--- config.mk ---
export PLATFORM = sky130hd
export DESIGN_NAME = corr_peak_detect
export DESIGN_NICKNAME = d
export VERILOG_FILES = /design/src/rtl/corr_pkg.sv /design/src/rtl/corr_win_ctr.sv /design/src/rtl/corr_peak_detect.sv
export SDC_FILE = /design/constraint.sdc
export NUM_CORES = 1
export LEC_CHECK = 0
export ABC_CLOCK_PERIOD_IN_PS = 2650
export CAP_MARGIN = 30
export CORE_UTILIZATION = 45
export CTS_BUF_LIST = sky130_fd_sc_hd__clkbuf_2
export CTS_CLUSTER_DIAMETER = 40
export DETAILED_ROUTE_END_ITERATION = 12
export HOLD_SLACK_MARGIN = 0.02
export PLACE_DENSITY = 0.7
export SETUP_SLACK_MARGIN = 0.4
export SYNTH_ARGS = -nofsm -noshare
export SYNTH_HDL_FRONTEND = slang
export SYNTH_HIERARCHICAL = 1
export SYNTH_SLANG_ARGS = --single-unit
--- constraint.sdc ---
create_clock -name clk -period 2.65 [get_ports clk]
set_input_delay 0.53 -clock clk [delete_from_list [all_inputs] [get_ports clk]]
set_output_delay 0.53 -clock clk [all_outputs]
set_load 0.02 [all_outputs]
--- src/rtl/corr_pkg.sv ---
// rtl/corr_pkg.sv - shared defaults, FSM state type and clog2 helper for corr_peak_detect
package corr_pkg;

  localparam int MAG_W_DEF = 20;
  localparam int LEN_DEF   = 1024;

  typedef enum logic [0:0] {
    FIRST = 1'b0,
    SCAN  = 1'b1
  } corr_state_e;

  function automatic int clog2(input int v);
    int r;
    r = 0;
    for (int i = 0; i < 31; i++) begin
      if ((1 << i) < v) r = i + 1;
    end
    return r;
  endfunction

endpackage

--- src/rtl/corr_win_ctr.sv ---
// rtl/corr_win_ctr.sv - window sample counter wrapping at LEN with clear and last-sample flag
module corr_win_ctr
  import corr_pkg::*;
#(
  parameter int LEN   = LEN_DEF,
  parameter int IDX_W = clog2(LEN)
) (
  input  logic             clk,
  input  logic             rst,
  input  logic             clear,
  input  logic             inc,
  output logic [IDX_W-1:0] count,
  output logic             last
);

  localparam logic [IDX_W-1:0] LAST_IDX = IDX_W'(LEN - 1);

  assign last = (count == LAST_IDX);

  // A sample arriving with clear becomes index 0, so the next index is 1.
  always_ff @(posedge clk) begin
    if (!rst) begin
      count <= '0;
    end else if (clear) begin
      count <= inc ? IDX_W'(1) : '0;
    end else if (inc) begin
      count <= last ? '0 : count + IDX_W'(1);
    end
  end

endmodule

--- src/rtl/corr_peak_detect.sv ---
// rtl/corr_peak_detect.sv - windowed magnitude peak finder; CORR_PEAK_THRESH_EN adds thresh/detect
module corr_peak_detect
  import corr_pkg::*;
#(
  parameter int MAG_W = MAG_W_DEF,
  parameter int LEN   = LEN_DEF,
  parameter int IDX_W = clog2(LEN)
) (
  input  logic             clk,
  input  logic             rst,
  input  logic             clear,
  input  logic             in_valid,
  input  logic [MAG_W-1:0] mag,
`ifdef CORR_PEAK_THRESH_EN
  input  logic [MAG_W-1:0] thresh,
  output logic             detect,
`endif
  output logic             peak_valid,
  output logic [MAG_W-1:0] peak_mag,
  output logic [IDX_W-1:0] peak_idx,
  output logic             busy
);

  corr_state_e      state;
  logic [MAG_W-1:0] cur_mag;
  logic [IDX_W-1:0] cur_idx;
  logic [IDX_W-1:0] count;
  logic             last;
  logic             take_first;
  logic             beats;
  logic             done;
  logic [MAG_W-1:0] final_mag;
  logic [IDX_W-1:0] final_idx;

  corr_win_ctr #(
    .LEN   (LEN),
    .IDX_W (IDX_W)
  ) u_ctr (
    .clk   (clk),
    .rst   (rst),
    .clear (clear),
    .inc   (in_valid),
    .count (count),
    .last  (last)
  );

  assign busy       = (count != '0);
  assign take_first = clear || (state == FIRST);
  assign beats      = (mag > cur_mag);
  assign done       = in_valid && !take_first && last;
  // The closing sample may itself be the peak, so results see the final compare.
  assign final_mag  = beats ? mag : cur_mag;
  assign final_idx  = beats ? count : cur_idx;

  always_ff @(posedge clk) begin
    if (!rst) begin
      state      <= FIRST;
      cur_mag    <= '0;
      cur_idx    <= '0;
      peak_valid <= 1'b0;
      peak_mag   <= '0;
      peak_idx   <= '0;
    end else begin
      peak_valid <= done;
      if (in_valid) begin
        if (take_first) begin
          cur_mag <= mag;
          cur_idx <= '0;
          state   <= SCAN;
        end else if (last) begin
          state <= FIRST;
        end else if (beats) begin
          cur_mag <= mag;
          cur_idx <= count;
        end
      end else if (clear) begin
        state <= FIRST;
      end
      if (done) begin
        peak_mag <= final_mag;
        peak_idx <= final_idx;
      end
    end
  end

`ifdef CORR_PEAK_THRESH_EN
  always_ff @(posedge clk) begin
    if (!rst) begin
      detect <= 1'b0;
    end else if (done) begin
      detect <= (final_mag >= thresh);
    end
  end
`endif

endmodule

# ---- Word level (Yosys, flattened, before mapping)
# Index checks and enable logic that the tools add are counted.
# W data, S select, Z words.
dict set report classes {
  addsub 1
  magnitude_cmp 1
  n_eq_ne 3
  mux 14
  n_bitwise 1
  reduce_logical 8
}
# operator n
set ops {}
lappend ops {{$mux W10} 6}
lappend ops {{$mux W20} 3}
lappend ops {{$gt A20 B20 Y1} 1}
lappend ops {{$add A10 B1 Y10 const B} 1}
lappend ops {{$eq A10 B10 Y1 const B} 1}
lappend ops {{$reduce_bool A10 Y1} 1}
lappend ops {{$mux W1} 5}
lappend ops {{$reduce_and A2 Y1} 2}
lappend ops {{$ne A3 B1 Y1 const B} 1}
lappend ops {{$logic_and A1 B1 Y1} 2}
lappend ops {{$ne A2 B1 Y1 const B} 1}
lappend ops {{$reduce_bool A2 Y1} 1}
lappend ops {{$logic_not A1 Y1} 1}
lappend ops {{$logic_or A1 B1 Y1} 1}
lappend ops {{$not A1 Y1} 1}
dict set report totals {
  reg_bits 72
  inputBits 24
  output_inout_bits 32
  wordCells 35
}

# ---- Longest topological paths before layout
dict set report depth {
  word_depth 5
  depth_mapped 10
}

# ---- By module
# The synthesis kept the hierarchy.
# module instances cells_per_inst area_each_um2 seq_area_each_um2
set modules_own_cells {}
lappend modules_own_cells {corr_peak_detect 1 402 3388.2 1241.2}
lappend modules_own_cells {corr_win_ctr 1 56 496.7 200.2}

# ---- Worst setup path after synthesis
# OpenSTA, ideal clock, no wires.
dict set report synth_timing {
  kind {reg-to-reg}
  from {register u_ctr.count[0]}
  to {register peak_mag[10]}
  setup_time_ns 0.062
  arrival_time_ns 2.354
  required_ns 2.588
  setup_slack_ns 0.234
  stages_incl_launch_ff 10
  path_buffers 2
  path_cell_list {dfxtp_1 ha_1 nand4_1 nor3_1 inv_1 nor2_2 buf_2 clkbuf_1 a32oi_1 nand3_1}
}
dict set report synth_between {
  elab_chain_len 2
}
# element line_no
set synth_lines {}
lappend synth_lines {{start: declaration} corr_win_ctr.sv:12} ;# output logic [IDX_W-1:0] count,
lappend synth_lines {{start signal: assignment} corr_win_ctr.sv:25} ;# count <= inc ? IDX_W'(1) : '0;
lappend synth_lines {{start signal: assignment} corr_win_ctr.sv:27} ;# count <= last ? '0 : count + IDX_W'(1);
lappend synth_lines {{$eq A10 B10 Y1} corr_win_ctr.sv:18} ;# assign last = (count == LAST_IDX);
lappend synth_lines {{named net last} corr_peak_detect.sv:28} ;# logic last;
lappend synth_lines {{$logic_and A1 B1 Y1} corr_peak_detect.sv:50} ;# assign done = in_valid && !take_first && last;
lappend synth_lines {{end signal: assignment} corr_peak_detect.sv:80} ;# peak_mag <= final_mag;
lappend synth_lines {{end: declaration} corr_peak_detect.sv:19} ;# output logic [MAG_W-1:0] peak_mag,
# The timed path passes the listed nets, and every way through them passes these cells.
# A chain may end at the register's enable or synchronous reset.

# ---- Worst setup path after layout
dict set report layout_timing {
  from {input mag[3]}
  to {register cur_idx[0]}
}
dict set report layout_between {
  elab_chain_len 4
}
# element line_no
set layout_lines {}
lappend layout_lines {{start: declaration} corr_peak_detect.sv:13} ;# input logic [MAG_W-1:0] mag,
lappend layout_lines {{$gt A20 B20 Y1} corr_peak_detect.sv:49} ;# assign beats = (mag > cur_mag);
lappend layout_lines {{$mux W10 (3 in a row)} -}
lappend layout_lines {{end signal: assignment} corr_peak_detect.sv:74} ;# cur_idx <= count;
lappend layout_lines {{end: declaration} corr_peak_detect.sv:26} ;# logic [IDX_W-1:0] cur_idx;
# Every way passes these cells. The select of a mux whose other input is x is not followed.

==> impl_metrics.ini <==
[die]
rows = 33
die_area_um2 = 9010
io_pins = 56
die_h_um = 94.9
die_w_um = 94.9
start_util_pct = 46.8
core_area_um2 = 8300

[timing]
whs_ns = 0.338
slew-limit-headroom_pct = 64.9
finClkSkew_ns = 0.0178
hold_viol = 0
maxSlewViolCount = 0
min_period_ns = 2.41
setup_viol = 0
worstMarginPinSlew_ns = 0.526
fin_crit_sh_pct = 91.0
fmax_mhz = 415
rsz0062_at_grt = true

[layout]
mostFrequentLayoutCells = 76 x nand2_1, 63 x nand3_1, 49 x dfxtp_1
n_antenna_cell = 0
multi_input_area_um2 = 2480
area_delta_synth_final_pct = 36.1
final_common_cell = nand2_1
final_nets = 580
regArea_um2 = 1480
finalInstanceArea_um2 = 5290
fill_cells = 691
drive_above_1_share_pct = 23.3

[clock_network]
htree_levels = 3
cts_buffers = 9
ctsHoldBuffers = 0
clock_latency_ns = 0.52
cts_sinks = 72
cts_root_buf = clkbuf_2
tritoncts = yes
clock_path_buffers = 2
clkSlewWorstSetupHoldPaths_ns = 0.21

[synthesis]
netlist_instances = 458
synthSimpleGateAreaFrac_pct = 27.4
avgSynthCellArea_um2 = 8.48
yosysWarnings = 6
netlist_area_um2 = 3880
synth_compound_area_share_pct = 15.9
ys.flop_type = dfxtp_1
synth_fa_ha_area_share_pct = 6.76
async_flop_share_pct = 0
synth_top_family_by_area = simple AND/OR/NAND/NOR gates
synth.area.mux_share_pct = 5.41
synth_nets = 503
synth_edf_count = 0
synth_seq_area_share_pct = 37.1
synthXorXnorAreaFrac_pct = 0.676
ys_types = 47
ys_ff_latch = 72

[global_route]
grt_max_degree = 55
grt_overflow = 0
grt_pass1_vias = 3415
track_usage_pct = 23.1
grt_pass1_wl_um = 16100
antenna_found_initial = 0

[worst_setup_path]
slowest_stage = clkdlybuf4s50_1
worst_ep_arrival_time_ns = 2.90
crit_path_end_kind = flip-flop
critPathKind = input pin to flip-flop
path_cells = clkdlybuf4s50_1 > ha_1 > and2_1 > o21ai_2 > a21boi_4 > nor4_4 > buf_12 > buf_4 > a2bb2oi_2 > a32o_1
cp-start-kind = input pin
max_stage_delay_ns = 0.46
worst-path-max-fanout = 8
cp_data_required_time_ns = 3.13

[placed_design]
io_buffers = 55
placed_area_um2 = 4880
routabilityCongestion = 0.792
hpwl_um = 6600

[power_and_ir_drop]
swShare_pct = 28.6
pwr-share-seq_pct = 46.6
vdd_drop_max_v = 0.000314
clkPwrFrac_pct = 33.5
combPwrFrac_pct = 19.9
powerDensity_nw_per_um2 = 466
net-switching-power_w = 0.000705
p_int_w = 0.00176
p_leak_nw = 2.02

[detailed_routing]
wire_per_inst_um = 15.8
ant_nets = 0
viasPerCell = 5.95
num_vias = 3838
firstDrtPassIters = 5
routed_wl_um = 10200
drc_errors = 0
drtIter0Drc = 193

[status]
status = complete, no violations

[flow_run]
maxCapViolations = 0

[worst_hold_path]
hold_class = input pin to flip-flop
[power by group through the flow]
stage,Clock [W],Sequential (W),Combinational (W)
6_report,0.000826,0.00115,0.000490
5_1_grt,0.000891,0.00115,0.000539
4_1_cts,0.000842,0.00115,0.000446
3_5_place_dp,0,0.00117,0.000420
3_3_place_gp,0,0.00117,0.000408
2_1_floorplan,0,0.00116,0.000275
[flip-flops by register name, indices dropped and copies added, names as in the netlist]
| name | count |
|---|---|
| u_ctr/count | 10 |
| peak_idx | 10 |
| state | 1 |
| peak_valid | 1 |
| cur_idx | 10 |
| cur_mag | 20 |
| peak_mag | 20 |
[kinds of logic after synthesis]
group                      Yosys count
muxes                               21
AOI/OAI and AO/OA                   76
and+or+nand+nor                    208
xor gates and xnor gates             3
DFF                                 72
adders and majority gates           21
buffers and inverters               57
[final cells by class]
type | instances | share of cell area (%)
clock inverter | 7 | 2.25
multi-input combinational | 330 | 46.9
clock buffer | 9 | 0.852
timing repair buffer | 99 | 17.9
tap | 105 | 2.48
inverter | 23 | 1.63
sequential | 72 | 27.9
[synthesized netlist by cell type, types with 6 or more instances]
library cell / n / share of area, %
a21oi_1: 12 / 1.5
a32o_1: 10 / 2.6
a32oi_1: 30 / 6.8
clkbuf_1: 24 / 2.3
dfxtp_1: 72 / 37
ha_1: 21 / 6.8
inv_1: 23 / 2.2
mux2i_1: 21 / 5.4
nand2_1: 76 / 7.3
nand3_1: 66 / 8.5
nor2_1: 6 / 0.58
o21ai_0: 6 / 0.77
or3_1: 31 / 5.0
[repair_timing]
item,4_1_cts,5_1_grt
cloned,1,2
pin swaps,13,19
gates resized for setup,38,29
buffers inserted,7,5
endpoints found under the setup margin,61,61
[per-stage QoR]
step | power (W) | TNS (ns) | std cells | setup WS (ns) | util [%]
finish | 0.00246 | 0 | 645 | 0.238 | 63.7
detailed placement | 0.00159 | -19.15 | 614 | -0.358 | 58.8
floorplan | 0.00143 | 0 | 458 | 0.363 | -
CTS | 0.00244 | 0 | 638 | 0.337 | 62.0
global route | 0.00258 | 0 | 645 | 0.166 | 63.7
global placement | 0.00158 | -14.87 | 614 | -0.276 | 58.8
[critical path, delay by kind of cell]
kind / cells / cell delay, ns
buffers and inverters: 3 / 0.77
adder cells (fa/ha/maj): 1 / 0.33
AO/OA/AOI/OAI: 4 / 0.60
AND/OR/NAND/NOR: 2 / 0.66
[path summary, 6_finish.rpt]
path                                              start                        to  slack (ns)  cells past startpoint
worst min-delay path                            mag[18]  cur_mag[18]$_SDFFE_PN0P_        0.34                      3
worst min register to register  cur_mag[3]$_SDFFE_PN0P_   cur_mag[3]$_SDFFE_PN0P_        0.49                      2
worst max register to register  cur_mag[5]$_SDFFE_PN0P_   cur_idx[0]$_SDFFE_PN0P_        0.30                     10
worst max-delay path                             mag[3]   cur_idx[0]$_SDFFE_PN0P_        0.24                     10
[metal layers]
layer | GRT usage (%) | vias up | routed length (µm)
met5 | 0 | - | 0
met4 | 7.95 | 0 | 178
met3 | 5.07 | 18 | 540
met2 | 36.9 | 112 | 4740
met1 | 30.6 | 1855 | 4740
li1 | - | 1853 | -
Power figures use the tool's default switching activity.
